<file path="config.mk">
export PLATFORM = sky130hd
export DESIGN_NAME = turbo_intlv
export DESIGN_NICKNAME = d
export VERILOG_FILES = /design/src/rtl/turbo_intlv.sv
export SDC_FILE = /design/constraint.sdc
export NUM_CORES = 1
export LEC_CHECK = 0
export BUFFER_PORTS_ARGS = -buffer_cell sky130_fd_sc_hd__buf_2
export CORE_UTILIZATION = 40
export CTS_CLUSTER_SIZE = 28
export DETAILED_ROUTE_END_ITERATION = 6
export SLEW_MARGIN = 0
export SYNTH_ARGS = -nofsm -noshare
export SYNTH_HDL_FRONTEND = slang
export SYNTH_SLANG_ARGS = --single-unit
export TNS_END_PERCENT = 30
</file>
<file path="constraint.sdc">
create_clock -name clk -period 1.95 [get_ports clk]
set_input_delay 0.2925 -clock clk [delete_from_list [all_inputs] [get_ports clk]]
set_output_delay 0.2925 -clock clk [all_outputs]
set_load 0.02 [all_outputs]
</file>
<file path="src/rtl/turbo_intlv.sv">
// turbo_intlv: bit-serial row-write / column-read block interleaver with two-bank
// ping-pong storage, feeding the second constituent encoder of a turbo encoder.
//
// Parameters:
//   ROWS, COLS : interleaver geometry (each >= 2); frame length N = ROWS*COLS.
// Ports:
//   clk        : system clock, rising edge
//   rst        : asynchronous active-high reset
//   din        : serial input bit
//   din_valid  : din presented this cycle
//   din_ready  : block accepts a bit this cycle (depends on registered state only)
//   dout       : interleaved output bit (registered, 0 when not valid)
//   dout_valid : dout valid
//   dout_sof   : first bit of an output frame
//   dout_eof   : last bit of an output frame
//   ovf_err    : sticky "bit offered while not ready" flag; present only when the
//                TURBO_INTLV_OVF_EN macro is defined
module turbo_intlv #(
  parameter int unsigned ROWS = 4,
  parameter int unsigned COLS = 4
) (
  input  logic clk,
  input  logic rst,
  input  logic din,
  input  logic din_valid,
  output logic din_ready,
  output logic dout,
  output logic dout_valid,
  output logic dout_sof,
`ifdef TURBO_INTLV_OVF_EN
  output logic dout_eof,
  output logic ovf_err
`else
  output logic dout_eof
`endif
);

  localparam int unsigned N  = ROWS * COLS;
  localparam int unsigned AW = $clog2(N);
  localparam int unsigned RW = $clog2(ROWS);
  localparam int unsigned CW = $clog2(COLS);
  localparam logic [RW-1:0] RowMax = RW'(ROWS - 1);
  localparam logic [RW-1:0] RowPre = RW'(ROWS - 2);
  localparam logic [CW-1:0] ColMax = CW'(COLS - 1);
  localparam logic [AW-1:0] WrMax  = AW'(N - 1);

  typedef enum logic {StIdle, StRead} state_e;

  logic [N-1:0]  mem_q [2];
  logic [1:0]    full_q, full_d;
  logic          wr_bank_q, wr_bank_d;
  logic [AW-1:0] wr_cnt_q, wr_cnt_d;
  logic          rd_bank_q, rd_bank_d;
  // Bank actually being read; rd_bank_q moves on one address early (see release).
  logic          bank_sel_q, bank_sel_d;
  state_e        state_q, state_d;
  logic [RW-1:0] rr_q, rr_d;
  logic [CW-1:0] cc_q, cc_d;
  logic          dout_q, dout_d;
  logic          dout_valid_q, dout_valid_d;
  logic          sof_q, sof_d;
  logic          eof_q, eof_d;

  logic          wr_en, wr_last, rd_last, rd_pre;
  logic [AW-1:0] rd_addr;

  assign din_ready = ~full_q[wr_bank_q];
  assign wr_en     = din_valid & din_ready;
  assign wr_last   = (wr_cnt_q == WrMax);
  assign rd_last   = (rr_q == RowMax) && (cc_q == ColMax);
  // Counters sit one address short of the end: the next edge issues the last address.
  assign rd_pre    = (rr_q == RowPre) && (cc_q == ColMax);
  assign rd_addr   = AW'(rr_q) * AW'(COLS) + AW'(cc_q);

  always_comb begin
    wr_cnt_d     = wr_cnt_q;
    wr_bank_d    = wr_bank_q;
    full_d       = full_q;
    rd_bank_d    = rd_bank_q;
    bank_sel_d   = bank_sel_q;
    state_d      = state_q;
    rr_d         = rr_q;
    cc_d         = cc_q;
    dout_d       = 1'b0;
    dout_valid_d = 1'b0;
    sof_d        = 1'b0;
    eof_d        = 1'b0;

    if (wr_en) begin
      if (wr_last) begin
        wr_cnt_d          = '0;
        full_d[wr_bank_q] = 1'b1;
        wr_bank_d         = ~wr_bank_q;
      end else begin
        wr_cnt_d = wr_cnt_q + 1'b1;
      end
    end

    unique case (state_q)
      StIdle: begin
        if (full_q[rd_bank_q]) begin
          state_d    = StRead;
          rr_d       = '0;
          cc_d       = '0;
          bank_sel_d = rd_bank_q;
        end
      end
      StRead: begin
        dout_valid_d = 1'b1;
        dout_d       = mem_q[bank_sel_q][rd_addr];
        sof_d        = (rr_q == '0) && (cc_q == '0);
        eof_d        = rd_last;
        if (rd_last) begin
          rr_d = '0;
          cc_d = '0;
          // rd_bank_q already points at the other bank here.
          if (full_q[rd_bank_q]) begin
            bank_sel_d = rd_bank_q;
          end else begin
            state_d = StIdle;
          end
        end else begin
          if (rr_q == RowMax) begin
            rr_d = '0;
            cc_d = cc_q + 1'b1;
          end else begin
            rr_d = rr_q + 1'b1;
          end
          // Release on the edge that issues the last address so the writer can
          // refill this bank without a stall; the final read still uses bank_sel_q.
          if (rd_pre) begin
            full_d[rd_bank_q] = 1'b0;
            rd_bank_d         = ~rd_bank_q;
          end
        end
      end
      default: state_d = StIdle;
    endcase
  end

  always_ff @(posedge clk or posedge rst) begin
    if (rst) begin
      full_q       <= '0;
      wr_bank_q    <= 1'b0;
      wr_cnt_q     <= '0;
      rd_bank_q    <= 1'b0;
      bank_sel_q   <= 1'b0;
      state_q      <= StIdle;
      rr_q         <= '0;
      cc_q         <= '0;
      dout_q       <= 1'b0;
      dout_valid_q <= 1'b0;
      sof_q        <= 1'b0;
      eof_q        <= 1'b0;
    end else begin
      full_q       <= full_d;
      wr_bank_q    <= wr_bank_d;
      wr_cnt_q     <= wr_cnt_d;
      rd_bank_q    <= rd_bank_d;
      bank_sel_q   <= bank_sel_d;
      state_q      <= state_d;
      rr_q         <= rr_d;
      cc_q         <= cc_d;
      dout_q       <= dout_d;
      dout_valid_q <= dout_valid_d;
      sof_q        <= sof_d;
      eof_q        <= eof_d;
    end
  end

  // Storage needs no reset: a bank is only read after it has been completely written.
  always_ff @(posedge clk) begin
    if (wr_en) begin
      mem_q[wr_bank_q][wr_cnt_q] <= din;
    end
  end

  assign dout       = dout_q;
  assign dout_valid = dout_valid_q;
  assign dout_sof   = sof_q;
  assign dout_eof   = eof_q;

`ifdef TURBO_INTLV_OVF_EN
  logic ovf_q;

  always_ff @(posedge clk or posedge rst) begin
    if (rst) begin
      ovf_q <= 1'b0;
    end else if (din_valid && !din_ready) begin
      ovf_q <= 1'b1;
    end
  end

  assign ovf_err = ovf_q;
`endif

endmodule
</file>
==> qor.yml, run 1 <==
status: "completed"
swShare_pct: 36.1
pin_count: 9
design_area_mm2: 0.00255
dp_slack_ns: 0.0614
finalClockSkew_ns: 0.00823
dp_hpwl_um: 3020
p_clk_share_pct: 19.9
finalCoreUtilization_pct: 46.0
critPathLaunch: "wr_bank_q$_DFFE_PP0N_"
finalSetupViolCount: 0
vias: 1372
ys.flop_type: "edfxtp_1"
drt_first_pass_iters: 4
syn_to_final_growth_pct: 9.94
ys_warn_count: 0
numCtsBuffers: 5
drive_gt1_share_pct: 14.9
cts_buffer_depth: 2
io_buffers: 8
fin_crit_sh_pct: 93.1
path_max_fanout: 8
fillCellCount: 512
die_h_um: 78.1
drt_wl_total_um: 4140
start_kind: "flip-flop"
grt_max_degree: 33
grt_pass1_wl_um: 6860
drt-initial-drc-count: 60
clk_pin_slew_worst_paths_ns: 0.09
tightest_slew_ns: 0.723
period_needed_ns: 1.81
p_leak_nw: 0.946
relSlewSlack_pct: 51.7
end_kind: "flip-flop"
syn_area_per_cell_um2: 12.7
syn-num-nets: 195
p_sw_w: 0.00118
synth_cells: 182
hold_viol: 0
antenna_found_initial: 0
rows: 27
endpoint: "mem_q[0][14]$_DFFE_PP_"
drcViolationCount: 0
cts_hold_buf: 0
required_ns: 1.95
comb_power_share_pct: 32.5
htreeDepth: 2
r2r_end: "mem_q[0][14]$_DFFE_PP_"
cts_tree: "yes"
synthArstFlopShare_pct: 36.0
cp.arrival_ns: 1.81
fp.dieW_um: 78.1
slew_violations: 0
via_per_inst: 5.14
synth-edff-count: 32
drv_cap: 0
internal_power_w: 0.00209
post_cts_buffers: 0
rsz0062_at_grt: "true"
dieArea_mm2: 0.00610
initial_core_util_pct: 41.8
p_seq_share_pct: 47.6
worst_slack_ns: 0.135
placed_cell_area_mm2: 0.00245
netlist-cell-type-count: 33
track_usage_pct: 14.8
hold_class: "in -> async"
root_buffer: "clkbuf_8"
stdcell_count: 267
p_per_area_mw_per_mm2: 1280
peakVddDrop_v: 0.000588
synth-seq-cells: 50
synth_area_mm2: 0.00232
final_cell_mix: "edfxtp_1, nor2_1, dfrtp_1"
nNetsFinal: 207
cts.sinks: 50
r2r_slack_ns: 0.14
seq_area_frac_synth_pct: 60.9
dp.cells: 259
clk_latency_ns: 0.30
r2r-start: "wr_bank_q$_DFFE_PP0N_"
gp_congestion: 0.748
ant_nets: 0
core_area_mm2: 0.00554
num_antenna_cells: 0
criticalPathCategory: "reg -> reg"
r2r_cells: 4
fmax_ghz: 0.551
detail_route.wl_per_cell_um: 15.5
grt-ovfl-total: 0
timing.hold.ws_ns: 0.101
grt_pass1_vias: 1394
layout_commonest_cell: "edfxtp_1"
[stage by stage]
stage | power, W | TNS [ns]
2_1_floorplan | 0.00232 | 0
3_3_place_gp | 0.00260 | 0
3_5_place_dp | 0.00266 | 0
4_1_cts | 0.00330 | 0
5_1_grt | 0.00349 | -0.0634
6_report | 0.00327 | 0
[power groups by stage]
stage          sequential (W)  combinational (W)  clock [W]
6_report              0.00156            0.00106   0.000650
5_1_grt               0.00159            0.00120   0.000692
4_1_cts               0.00156            0.00108   0.000660
3_5_place_dp          0.00158            0.00108          0
3_3_place_gp          0.00158            0.00103          0
2_1_floorplan         0.00150           0.000821          0
[worst min path at each step]
stage / cells past startpoint / start / to / slack [ns]
2_1_floorplan: 1 / rst / bank_sel_q$_DFFE_PP0P_ / 0.23
3_3_place_gp: 2 / rst / dout_valid$_DFF_PP0_ / 0.43
3_5_place_dp: 2 / rst / dout_valid$_DFF_PP0_ / 0.45
4_1_cts: 2 / rst / wr_bank_q$_DFFE_PP0N_ / 0.12
5_1_grt: 2 / rst / wr_bank_q$_DFFE_PP0N_ / 0.15
6_report: 2 / rst / state_q$_DFF_PP0_ / 0.10
[logic make-up after synthesis]
| group | after synthesis | synth area share [%] |
|---|---|---|
| simple gates | 71 | 13.7 |
| flops | 50 | 60.9 |
| compound gates | 19 | 5.67 |
| buf+inv | 17 | 3.13 |
| mux | 14 | 11.0 |
| fa+ha+maj | 9 | 4.86 |
| xor+xnor | 2 | 0.756 |
[synth_stat cells, drive strengths merged, types with 2 or more instances]
cell    instances  area share, %
o21ai           8            1.7
nand2b          3           0.81
mux2i           4            1.7
a21oi           2           0.43
ha              9            4.9
nand2          16            2.6
dfrtp          18             19
nor2           31            5.0
buf             2           0.70
o22a            2           0.76
and3            2           0.54
nor2b           2           0.54
nor3            5            1.1
inv            10            1.6
mux4            7            7.8
xnor2           2           0.76
nand3           7            1.7
and2            3           0.81
mux2            3            1.5
clkbuf          5           0.81
edfxtp         32             41
[cell type report]
type                       count  area [um2]  area share, %
clock buffer                   7        96.3           3.78
inverter                      10        37.5           1.47
multi-input combinational    115         837           32.9
sequential                    50        1410           55.5
timing repair buffer          12        70.1           2.75
clock inverter                 1        3.75          0.147
tap                           72        90.1           3.54
[state kept, by name, summed over array words and instances (netlist names), 2 cells and up]
signal / flops
wr_cnt_q: 4
rr_q: 2
cc_q: 2
full_q: 2
mem_q: 32
[layer usage]
| layer | share of wire (%) | global-route usage [%] | vias to the layer above |
|---|---|---|---|
| met4 | 0.75 | 4.81 | 0 |
| met3 | 2.2 | 3.26 | 2 |
| met2 | 53 | 26.4 | 15 |
| met1 | 44 | 17.7 | 687 |
| met5 | 0 | 0 | - |
| li1 | - | - | 668 |
[critical path: stages (launching register included)]
cell     delay [ns]
dfrtp_1        0.39
mux2i_2        0.31
and2_1         0.31
nand2_1        0.27
nor3_1         0.24
[what timing repair did]
action | CTS | global route
endpoints found under the hold margin | 0 | 0
resized for setup | 0 | 1
endpoints found under the setup margin | 0 | 4
No activity file was read; power rests on OpenSTA's default activity.
==> run 2: changes to the inputs <==
Settings changed: CORE_MARGIN set to 3.
==> run 2 against run 1 <==
Net effect:
- clock power rose by 9.2%
- core utilization rose by 0.16 points
- highest routed layer unchanged
- critical path type unchanged
- hold slack got worse by 0.012 ns
- register-to-register slack improved by 0.04 ns
==> qor.yml, run 2 (synthesis gave the netlist of run 1 again) <==
r2r-start: "wr_bank_q$_DFFE_PP0N_"
finalSetupViolCount: 0
swShare_pct: 35.5
r2r_end: "mem_q[0][14]$_DFFE_PP_"
p_clk_share_pct: 21.3
drt_wl_total_um: 4050
die_h_um: 82.1
slew_violations: 0
cp.arrival_ns: 1.78
stdcell_count: 266
io_buffers: 8
fin_tns_setup_ns: 0
numCtsBuffers: 5
p_per_area_mw_per_mm2: 1300
p_sw_w: 0.00118
via_per_inst: 5.17
cts.sinks: 50
largest_reg_flops: 32
initial_core_util_pct: 41.8
ant_nets: 0
p_leak_nw: 0.944
clk_latency_ns: 0.30
drt_first_pass_iters: 4
track_usage_pct: 13.9
dp.cells: 258
core_area_mm2: 0.00554
root_buffer: "clkbuf_8"
drcViolationCount: 0
start_kind: "flip-flop"
syn_to_final_growth_pct: 10.3
r2r_slack_ns: 0.17
criticalPathCategory: "reg -> reg"
drive_gt1_share_pct: 14.4
largest-register: "mem_q"
cts_tree: "yes"
rsz0062_at_grt: "false"
detail_route.wl_per_cell_um: 15.2
clk_pin_slew_worst_paths_ns: 0.09
relSlewSlack_pct: 53.2
post_cts_buffers: 0
tightest_slew_ns: 0.701
drv_cap: 0
grt_max_degree: 33
grt_pass1_wl_um: 6890
pin_count: 9
path_max_fanout: 8
num_antenna_cells: 0
nNetsFinal: 206
status: "completed"
vias: 1374
gp_congestion: 0.763
rows: 27
fmax_ghz: 0.562
grt-ovfl-total: 0
dieArea_mm2: 0.00674
dp_hpwl_um: 2960
largest_registers: "mem_q: 32 flops, wr_cnt_q: 4 flops"
antenna_found_initial: 0
period_needed_ns: 1.78
final_cell_mix: "edfxtp_1, nor2_1, dfrtp_1"
hold_class: "in -> async"
internal_power_w: 0.00215
fp.dieW_um: 82.1
finalClockSkew_ns: 0.00432
grt_pass1_vias: 1457
hold_viol: 0
drt-initial-drc-count: 55
required_ns: 1.95
comb_power_share_pct: 31.6
end_kind: "flip-flop"
htreeDepth: 2
cts_buffer_depth: 2
r2r_cells: 4
layout_commonest_cell: "edfxtp_1"
p_seq_share_pct: 47.1
fillCellCount: 516
fin_crit_sh_pct: 91.2
peakVddDrop_v: 0.000500
## run 2: changes by cell type in the layout (fill, tap and decap cells not counted)
cell,before,now
clkbuf_8,7,5
bufinv_16,0,1
clkbuf_1,0,1
mux2i_4,0,1
mux2i_2,1,0
and2_1,3,2
buf_4,4,3
and2_2,0,1
## run 2: power by group through the flow
stage	Clock, W	Sequential [W]	Combinational (W)
final	0.000710	0.00157	0.00105
after detailed placement	0	0.00158	0.00106
after global routing	0.000762	0.00160	0.00119
after floorplan	0	0.00150	0.000821
after global placement	0	0.00157	0.00101
after CTS	0.000722	0.00156	0.00106
## run 2: layer usage
metal / global-route usage [%] / wire [um] / up-vias
li1: - / - / 672
met1: 16.2 / 1790 / 673
met5: 0 / 0 / -
met4: 6.98 / 96 / 0
met2: 23.8 / 2030 / 19
met3: 3.36 / 134 / 10
## run 2: through the flow
stage               hold slack (ns)  power [W]  worst slack [ns]  cell area (um2)  util (%)
floorplan                     0.231    0.00232             0.120             2320         -
global placement              0.427    0.00258             0.105             2440      44.0
detailed placement            0.440    0.00264            0.0486             2440      44.0
CTS                           0.112    0.00334            0.0267             2540      45.9
global route                  0.144    0.00356            0.0552             2560      46.1
finish                       0.0893    0.00333             0.171             2560      46.1
## run 2: critical path, cell delays in order (launching register included)
cell and delay [ns]:
dfrtp_1 0.42, mux2i_4 0.31, and2_2 0.26, nand2_1 0.25
nor3_1 0.24
## run 2: what timing repair did
action / CTS / global route
gates resized for setup: 0 / 3
setup endpoints to repair: 0 / 8
hold buffers: 0 / 0
## run 2: layout make-up
cell class | instances | area, um2 | share of cell area (%)
timing repair buffer | 11 | 62.6 | 2.45
inverter | 10 | 37.5 | 1.47
clock inverter | 2 | 33.8 | 1.32
sequential | 50 | 1410 | 55.3
tap | 72 | 90.1 | 3.52
clock buffer | 6 | 72.6 | 2.84
multi-input combinational | 115 | 847 | 33.1
## run 2: worst max-delay path by stage
stage / start / endpoint / slack, ns / cells after the start
after global placement: bank_sel_q$_DFFE_PP0P_ / dout$_DFF_PP0_ / 0.11 / 4
after global routing: wr_bank_q$_DFFE_PP0N_ / mem_q[0][12]$_DFFE_PP_ / 0.06 / 4
after detailed placement: bank_sel_q$_DFFE_PP0P_ / dout$_DFF_PP0_ / 0.05 / 4
after floorplan: wr_bank_q$_DFFE_PP0N_ / mem_q[0][13]$_DFFE_PP_ / 0.12 / 5
after CTS: bank_sel_q$_DFFE_PP0P_ / dout$_DFF_PP0_ / 0.03 / 4
final: wr_bank_q$_DFFE_PP0N_ / mem_q[0][14]$_DFFE_PP_ / 0.17 / 4
